### src/rtl/hex_scroll_pkg.sv
`default_nettype none
// ============================================================================
//  Module      : hex_scroll_pkg
//  Description : Shared glyph codes, scroller state encoding and the message
//                loaded into the buffer at reset ("HELLO").
//  Revision    : 1.0 - initial release
// ============================================================================
package hex_scroll_pkg;

    // Glyph codes understood by the downstream seven-segment decoders.
    // Codes 0-9 are plain digits and need no names.
    localparam logic [3:0] GLYPH_H     = 4'hA;
    localparam logic [3:0] GLYPH_E     = 4'hB;
    localparam logic [3:0] GLYPH_L     = 4'hC;
    localparam logic [3:0] GLYPH_O     = 4'hD;
    localparam logic [3:0] GLYPH_BLANK = 4'hE;
    localparam logic [3:0] GLYPH_F     = 4'hF;

    // Scroller states.
    typedef enum logic [1:0] {
        IDLE   = 2'd0,
        SCROLL = 2'd1,
        HOLD   = 2'd2
    } state_t;

    // Message loaded at reset; the first glyph sits at buffer address 0.
    localparam int unsigned          RESET_MSG_LEN = 5;
    localparam logic [4*RESET_MSG_LEN-1:0] RESET_MSG =
        {GLYPH_H, GLYPH_E, GLYPH_L, GLYPH_L, GLYPH_O};

    // Reset content of one buffer address: the message, then blanks.
    function automatic logic [3:0] reset_glyph(input int unsigned addr);
        logic [3:0] glyph;
        glyph = GLYPH_BLANK;
        if (addr < RESET_MSG_LEN) begin
            glyph = RESET_MSG[4*(RESET_MSG_LEN-1-addr) +: 4];
        end
        return glyph;
    endfunction

endpackage
`default_nettype wire

### src/rtl/hex_scroll_ctrl_prescaler.sv
`default_nettype none
// ============================================================================
//  Module      : tick_prescaler
//  Description : Free-running divider producing a one-cycle tick every DIV
//                enabled cycles. The count holds while en is low and returns
//                to zero on clr, so a paused period resumes where it stopped.
//  Revision    : 1.0 - initial release
// ============================================================================
module tick_prescaler
    import hex_scroll_pkg::*;
#(
    parameter int unsigned DIV = 4
) (
    input  logic clk,
    input  logic reset,
    input  logic en,
    input  logic clr,
    output logic tick
);

    localparam int unsigned          c_cnt_w = (DIV > 1) ? $clog2(DIV) : 1;
    localparam logic [c_cnt_w-1:0]   c_last  = c_cnt_w'(DIV - 1);

    logic [c_cnt_w-1:0] r_count;
    logic               w_at_last;

    assign w_at_last = (r_count == c_last);

    // Tick is combinational so the consumer acts on the same edge that
    // wraps the count; no extra cycle of latency in the step period.
    assign tick = en && w_at_last;

    // Count 0..DIV-1 while enabled; clear has priority over counting.
    always_ff @(posedge clk) begin
        if (reset || clr) begin
            r_count <= '0;
        end else if (en) begin
            if (w_at_last) begin
                r_count <= '0;
            end else begin
                r_count <= r_count + 1'b1;
            end
        end
    end

endmodule
`default_nettype wire

### src/rtl/hex_scroll_ctrl.sv
`default_nettype none
// ============================================================================
//  Module      : hex_scroll_ctrl
//  Description : Message scroller for a bank of seven-segment decoders.
//                Holds a writable glyph buffer and shows a NUM_DIGITS-wide
//                window onto it, advancing one position per prescaled tick
//                with wrap-around. Start / stop pulses and a pause level
//                control the scroll; the window output is registered.
//  Revision    : 1.0 - initial release
// ============================================================================
module hex_scroll_ctrl
    import hex_scroll_pkg::*;
#(
    parameter int unsigned NUM_DIGITS = 6,
    parameter int unsigned MSG_LEN    = 16,
    parameter int unsigned TICK_DIV   = 25_000_000
) (
    input  logic                        clk,
    input  logic                        reset,
    input  logic                        start,
    input  logic                        stop,
    input  logic                        pause,
    input  logic                        wr_en,
    input  logic [$clog2(MSG_LEN)-1:0]  wr_addr,
    input  logic [3:0]                  wr_code,
    output logic [4*NUM_DIGITS-1:0]     codes,
    output logic                        busy,
    output logic                        wrap
);

    localparam int unsigned        c_ptr_w    = $clog2(MSG_LEN);
    localparam logic [c_ptr_w-1:0] c_ptr_last = c_ptr_w'(MSG_LEN - 1);

    // ------------------------------------------------------------------------
    // Elaboration-time parameter sanity checks
    // ------------------------------------------------------------------------
    generate
        if (NUM_DIGITS < 1 || NUM_DIGITS > 16) begin : g_chk_digits
            $error("hex_scroll_ctrl: NUM_DIGITS must be 1..16");
        end
        if (MSG_LEN < 2 || MSG_LEN > 16 || (MSG_LEN & (MSG_LEN - 1)) != 0) begin : g_chk_len
            $error("hex_scroll_ctrl: MSG_LEN must be a power of two, 2..16");
        end
        if (TICK_DIV < 2) begin : g_chk_div
            $error("hex_scroll_ctrl: TICK_DIV must be at least 2");
        end
    endgenerate

    // ------------------------------------------------------------------------
    // Declarations
    // ------------------------------------------------------------------------
    state_t                 r_state;
    state_t                 w_state_next;
    logic [c_ptr_w-1:0]     r_ptr;
    logic [3:0]             r_buf [MSG_LEN];
    logic [4*NUM_DIGITS-1:0] r_codes;
    logic [4*NUM_DIGITS-1:0] w_codes_next;
    logic                   r_busy;
    logic                   r_wrap;

    logic w_active;       // state register holds SCROLL or HOLD
    logic w_restart;      // start that is not overridden by stop
    logic w_presc_en;
    logic w_presc_clr;
    logic w_tick;
    logic w_step;         // tick that actually advances the offset

    assign w_active  = (r_state != IDLE);
    assign w_restart = start && !stop;

    // The pause level gates the prescaler directly, so counting freezes on
    // the first paused cycle and resumes on the first unpaused one. That
    // keeps the remaining part of an interrupted period exact.
    assign w_presc_en  = w_active && !pause;
    assign w_presc_clr = !w_active || start || stop;

    // A tick coinciding with start or stop must not move the offset.
    assign w_step = w_tick && !start && !stop;

    // ------------------------------------------------------------------------
    // Step prescaler
    // ------------------------------------------------------------------------
    tick_prescaler #(
        .DIV   (TICK_DIV)
    ) u_prescaler (
        .clk   (clk),
        .reset (reset),
        .en    (w_presc_en),
        .clr   (w_presc_clr),
        .tick  (w_tick)
    );

    // ------------------------------------------------------------------------
    // Control FSM
    // ------------------------------------------------------------------------

    // State register.
    always_ff @(posedge clk) begin
        if (reset) begin
            r_state <= IDLE;
        end else begin
            r_state <= w_state_next;
        end
    end

    // Next-state logic: stop beats start, pause level picks SCROLL vs HOLD.
    always_comb begin
        w_state_next = r_state;
        case (r_state)
            IDLE: begin
                if (w_restart) begin
                    w_state_next = pause ? HOLD : SCROLL;
                end
            end
            SCROLL, HOLD: begin
                if (stop) begin
                    w_state_next = IDLE;
                end else begin
                    w_state_next = pause ? HOLD : SCROLL;
                end
            end
            default: begin
                w_state_next = IDLE;
            end
        endcase
    end

    // ------------------------------------------------------------------------
    // Window offset and wrap pulse
    // ------------------------------------------------------------------------

    // Offset: cleared by start, advanced by a qualified tick, held otherwise
    // (including across stop, so IDLE keeps the last position).
    always_ff @(posedge clk) begin
        if (reset) begin
            r_ptr <= '0;
        end else if (w_restart) begin
            r_ptr <= '0;
        end else if (w_step) begin
            r_ptr <= r_ptr + 1'b1;
        end
    end

    // Wrap pulse lands on the same edge the offset rolls over to zero.
    always_ff @(posedge clk) begin
        if (reset) begin
            r_wrap <= 1'b0;
        end else begin
            r_wrap <= w_step && !w_restart && (r_ptr == c_ptr_last);
        end
    end

    // ------------------------------------------------------------------------
    // Message buffer
    // ------------------------------------------------------------------------

    // Register array so that reset can reload the default message; writes
    // are accepted in every state.
    always_ff @(posedge clk) begin
        if (reset) begin
            for (int unsigned a = 0; a < MSG_LEN; a++) begin
                r_buf[a] <= reset_glyph(a);
            end
        end else if (wr_en) begin
            r_buf[wr_addr] <= wr_code;
        end
    end

    // ------------------------------------------------------------------------
    // Output window
    // ------------------------------------------------------------------------

    // Window gather: digit d reads buf[(ptr + d) mod MSG_LEN]; the cast to
    // the offset width performs the modulo, repeating the message when
    // there are more digits than buffer entries.
    always_comb begin
        w_codes_next = '0;
        for (int unsigned d = 0; d < NUM_DIGITS; d++) begin
            w_codes_next[4*(NUM_DIGITS-1-d) +: 4] = r_buf[c_ptr_w'(r_ptr + d)];
        end
    end

    // Registered glyph outputs: blank in IDLE, live window otherwise.
    always_ff @(posedge clk) begin
        if (reset || !w_active) begin
            r_codes <= {NUM_DIGITS{GLYPH_BLANK}};
        end else begin
            r_codes <= w_codes_next;
        end
    end

    // Busy follows the state register one cycle later.
    always_ff @(posedge clk) begin
        if (reset) begin
            r_busy <= 1'b0;
        end else begin
            r_busy <= w_active;
        end
    end

    assign codes = r_codes;
    assign busy  = r_busy;
    assign wrap  = r_wrap;

endmodule
`default_nettype wire

### config.mk
export PLATFORM = sky130hd
export DESIGN_NAME = hex_scroll_ctrl
export DESIGN_NICKNAME = d
export VERILOG_FILES = /design/src/rtl/hex_scroll_pkg.sv /design/src/rtl/hex_scroll_ctrl_prescaler.sv /design/src/rtl/hex_scroll_ctrl.sv
export SDC_FILE = /design/constraint.sdc
export NUM_CORES = 1
export LEC_CHECK = 0
export CAP_MARGIN = 40
export CORE_MARGIN = 1.5
export CORE_UTILIZATION = 35
export CTS_CLUSTER_SIZE = 24
export DETAILED_ROUTE_END_ITERATION = 8
export SYNTH_ARGS = -nofsm -noshare
export SYNTH_HDL_FRONTEND = slang
export SYNTH_HIERARCHICAL = 1
export SYNTH_SLANG_ARGS = --single-unit
### constraint.sdc
create_clock -name clk -period 2.95 [get_ports clk]
set_clock_uncertainty 0.2 [all_clocks]
set_input_delay 0.885 -clock clk [delete_from_list [all_inputs] [get_ports clk]]
set_output_delay 0.885 -clock clk [all_outputs]
set_load 0.05 [all_outputs]
After elaboration in Yosys (flattened, before gate mapping) --
Memories as Yosys holds them, arrays and structs flattened. A register that Yosys moved wholly into a read port is not among the register bits. Cells that the tools add are included.
Word-level totals: register bits 33, bits in writable memories 64, input bits 14, output and inout bits 26, memories kept 1
Memories:
- r_buf | depth 16, width 4, rd ports 6, clocked after Yosys merged registers in 6, write ports 16, line hex_scroll_ctrl.sv:55 | logic [3:0] r_buf [MSG_LEN];
Operators by class: $add $sub $neg 7, eq/ne operators 5, muxes and demuxes 17, reductions and logical operators 21
Operators by type and width (number):
- $add A25 B1 Y25 const B | 1
- $eq A25 B25 Y1 const B | 1
- $mux W25 | 1
- $mux W4 | 6
- $add A4 B1 Y4 const B | 2
- $add A4 B2 Y4 const B | 2
- $add A4 B3 Y4 const B | 2
- $logic_and A1 B1 Y1 | 7
- $mux W1 | 6
- $mux W2 | 3
- $logic_not A1 Y1 | 5
- $eq A4 B4 Y1 const B | 1
- $logic_or A1 B1 Y1 | 4
- $pmux W2 S2 | 1
- $reduce_or A2 Y1 | 2
- $reduce_or A4 Y1 | 1
- $eq A2 B1 Y1 const B | 1
- $eq A2 B2 Y1 const B | 1
- $logic_not A2 Y1 | 1
- $ne A2 B2 Y1 const B | 1
- $reduce_bool A2 Y1 | 1

Longest topological paths before layout --
depth in word-level cells 7, mapped depth 11, gate-level depth less buffers 9

Cells and area by module --
Netlist, hierarchy kept.
By module, submodules not included:
- hex_scroll_ctrl | instances 1, cells an instance 442, area an instance 5888.1 um^2
- tick_prescaler | instances 1, cells an instance 138, area an instance 1177.4 um^2

Least setup slack after synthesis --
No wires, ideal clock.
kind reg-to-reg, start reg r_ptr[1], end reg r_codes[12] (netlist: codes[12]), read port of r_buf, setup time 0.115 ns, arrival 2.720 ns, data required time 2.635 ns, path slack -0.085 ns, cell stages (with the launch flop) 10, cells stage by stage dfxtp_1 > buf_2 > buf_2 > buf_2 > inv_1 > ha_1 > buf_1 > mux4_2 > mux4_2 > and2_1
Between the ends: word-level cells in the longest chain between the ends 1
Ends and longest elaborated chain:
- start: declaration | line hex_scroll_ctrl.sv:54 | logic [c_ptr_w-1:0] r_ptr;
- start signal: assignment | line hex_scroll_ctrl.sv:140 | r_ptr <= r_ptr + 1'b1;
- $add A4 B2 Y4 | line hex_scroll_ctrl.sv:179 | w_codes_next[4*(NUM_DIGITS-1-d) +: 4] = r_buf[c_ptr_w'(r_ptr + d)];
- end: declaration | line hex_scroll_ctrl.sv:56 | logic [4*NUM_DIGITS-1:0] r_codes;
No other way between the ends. A chain may end at the register's enable or synchronous reset.

Worst setup path after layout --
start in pause, end reg u_prescaler.r_count[24]
Between the ends: word-level cells in the longest chain between the ends 2
Ends and longest elaborated chain:
- start: declaration | line hex_scroll_ctrl.sv:22 | input logic pause,
- $logic_not A1 Y1 | line hex_scroll_ctrl.sv:74 | assign w_presc_en = w_active && !pause;
- $logic_and A1 B1 Y1 | line hex_scroll_ctrl.sv:74
- via w_presc_en | line hex_scroll_ctrl.sv:63 | logic w_presc_en;
- end signal: assignment | line hex_scroll_ctrl_prescaler.sv:41 | r_count <= r_count + 1'b1;
- end: declaration | line hex_scroll_ctrl_prescaler.sv:24 | logic [c_cnt_w-1:0] r_count;
The timed path passes the listed nets, and every way through them passes these cells.

==> results.json <==
{
  "status": "finished, final reports clean",
  "worstMarginPinSlew_ns": 0.7022,
  "synth_async_sr_flop_share": 0,
  "drtAntennaViolNets": 0,
  "firstDrtPassIters": 4,
  "seq_area_frac_synth": 0.4335,
  "port_buffers": 39,
  "grtUsageTotal": 0.1737,
  "diodes": 0,
  "syn_inst": 580,
  "grt_pass1_wl_mm": 27.97,
  "cp.arrival_ns": 2.95,
  "synth_nets": 603,
  "hold_viol_final": 0,
  "netlist_area_sq_mm": 0.007066,
  "cts_max_path_buffers": 2,
  "crit_type": "in2reg",
  "p_leak_nw": 2.804,
  "initial_core_util": 0.3595,
  "setup_tns_ns": 0,
  "grt.busiest_layer": "met2",
  "hold_class": "reg2reg",
  "grt_antenna_before_repair": 0,
  "synth_top_family_by_area": "multiplexers",
  "vdd_ir_drop_max_mv": 0.3511,
  "grt_pass1_vias": 4999,
  "cpPeakStageDelay_ns": 0.53,
  "setup-violations-final": 0,
  "drc": 0,
  "cts_tree": "built",
  "grt_util_met1": 0.2349,
  "dp_slack_ns": -0.2556,
  "final_common_cell": "edfxtp_1",
  "routed_via_density": 5.665,
  "fin_worst_hold_slack_ns": 0.2851,
  "drv_cap": 0,
  "drtIter0Drc": 523,
  "io_pins": 40,
  "rows": 51,
  "wirelength_mm": 17.96,
  "clkLatencyLatePin_ns": 0.43,
  "fin_util": 0.4348,
  "cts-root-buf": "clkbuf_16",
  "die_h_um": 145.1,
  "die_x_um": 145.1,
  "path_buf_inv": 2,
  "cp_top_family": "simple AND/OR/NAND/NOR gates",
  "cp-start-kind": "input port",
  "report.final.slew_viol_count": 0,
  "endpoint_kind": "flip-flop",
  "clkTransAtPathRegs_ns": 0.05,
  "final_net_count": 672,
  "required_ns": 3.10,
  "post_cts_resized": 0,
  "wl_per_cell_um": 19.37,
  "synth_flop_cell": "edfxtp_1",
  "drive_gt1_frac": 0.2387,
  "ys_warn_count": 6,
  "synth_cell_type_count": 49,
  "worstPathMaxFanout": 6,
  "rrSetupSlack_ns": 0.33,
  "synthMuxAreaShare": 0.2674,
  "synth_edf_count": 64,
  "core_sq_mm": 0.01965,
  "syn-mean-instance-area_sq_um": 12.18,
  "place_hpwl_mm": 13.44,
  "synth-seq-cells": 121,
  "cts_htree_levels": 4,
  "dr_total_vias": 5251,
  "clock_sinks": 121,
  "period_minus_slack_ns": 2.797,
  "overflow": 0,
  "synth-simple-area-share": 0.1601,
  "grt_max_degree": 47,
  "cts_setup_buffers": 0,
  "fillCellCount": 1836,
  "areaGrowthSynthToFinish_pct": 20.95,
  "synth_xor_area_frac": 0.02709,
  "hold_buffers": 0,
  "fmax_ghz": 0.3575,
  "synthAdderAreaFrac": 0.01594,
  "critPathSlowestCell": "or4_1",
  "crit_chain": "clkdlybuf4s50_1 -> nor2_1 -> buf_4 -> nand4_1 -> or3_1 -> or4_1 -> a21oi_1",
  "fin_crit_sh": 0.9481,
  "use_met2": 0.2734,
  "synth_compound_area_frac": 0.05808,
  "final_cell_mix": "edfxtp_1, dfxtp_1, mux4_2",
  "numCtsBuffers": 17,
  "gp_congestion": 0.8466,
  "rsz0062_at_grt": "no",
  "relSlewSlack": 0.5318,
  "power_per_cell_area_mw_per_mm2": 499.2,
  "die_area_sq_mm": 0.02105,
  "worst_slack_ns": 0.1531,
  "grt_util_met3": 0.03931
}
## final timing paths
| path | cells past startpoint | to | start |
|---|---|---|---|
| max | 7 | u_prescaler/r_count[24] | pause |
| min | 2 | u_prescaler/r_count[20] | u_prescaler/r_count[20] |
| max reg2reg | 8 | u_prescaler/r_count[24] | r_state[0] |
| min reg2reg | 2 | u_prescaler/r_count[20] | u_prescaler/r_count[20] |
## power by group
| part | total (mW) | internal, mW | switching, mW |
|---|---|---|---|
| sequential | 1.91 | 1.84 | 0.0727 |
| combinational | 0.327 | 0.151 | 0.176 |
| clock | 2.03 | 1.30 | 0.726 |
| total | 4.27 | 3.29 | 0.975 |
## state kept, by name, indices dropped and copies added, names as in the netlist
register	flops
r_buf	64
u_prescaler/r_count	25
codes	24
r_ptr	4
r_state	2
busy	1
wrap	1
## tightest hold or removal path, cell delays in order, from the launching register on
cell     delay (ns)
dfxtp_1        0.31
o31ai_1        0.06
a21oi_1        0.06
## metrics by stage
step	cell area, sq um	total power, mW	std cells
2_1_floorplan	7069	2.119	580
3_3_place_gp	7963	2.257	895
3_5_place_dp	7963	2.270	895
4_1_cts	8546	4.298	927
5_1_grt	8546	4.394	927
6_report	8546	4.266	927
## synth_stat cells (all sizes together) (7+ instances only)
cell,count,area (sq um)
a22oi,13,97.59
xor2,8,70.07
a21oi,19,95.09
or2,17,106.4
nand2b,18,112.6
nor2b,7,43.79
nand3,27,135.1
buf,22,155.1
mux2i,26,260.3
o31ai,8,60.06
dfxtp,57,1141
or4,8,60.06
inv,12,45.04
mux4,67,1561
nor2,46,172.7
o21ai,8,40.04
nand4,12,81.33
nand2,35,131.4
clkbuf,17,63.81
ha,9,112.6
and2,7,43.79
nor3,12,60.06
edfxtp,64,1922
xnor2,13,121.4
or3,8,50.05
## cells by family (layout without fill, tap and decap cells)
logic type | Yosys count | in the layout
fa+ha+maj | 9 | 9
buf+inv | 52 | 134
simple gates | 215 | 215
mux | 99 | 99
xor+xnor | 21 | 21
compound gates | 63 | 63
flops | 121 | 121
## area by class of cell
class / count / area (sq um) / area share
clock buffers: 26 / 521.8 / 0.06105
multi-input cells: 407 / 3740 / 0.4376
well taps: 265 / 331.6 / 0.03880
repair buffers: 89 / 778.2 / 0.09107
inverters: 13 / 48.80 / 0.005710
clock inverters: 6 / 61.31 / 0.007174
flip-flops and latches: 121 / 3064 / 0.3586
## per-layer routing
| metal | wire, um | vias to the layer above |
|---|---|---|
| met4 | 291 | 0 |
| met3 | 1243 | 20 |
| li1 | - | 2394 |
| met5 | 0 | - |
| met1 | 8029 | 2634 |
| met2 | 8397 | 203 |
(Power assumes the default switching activity.)
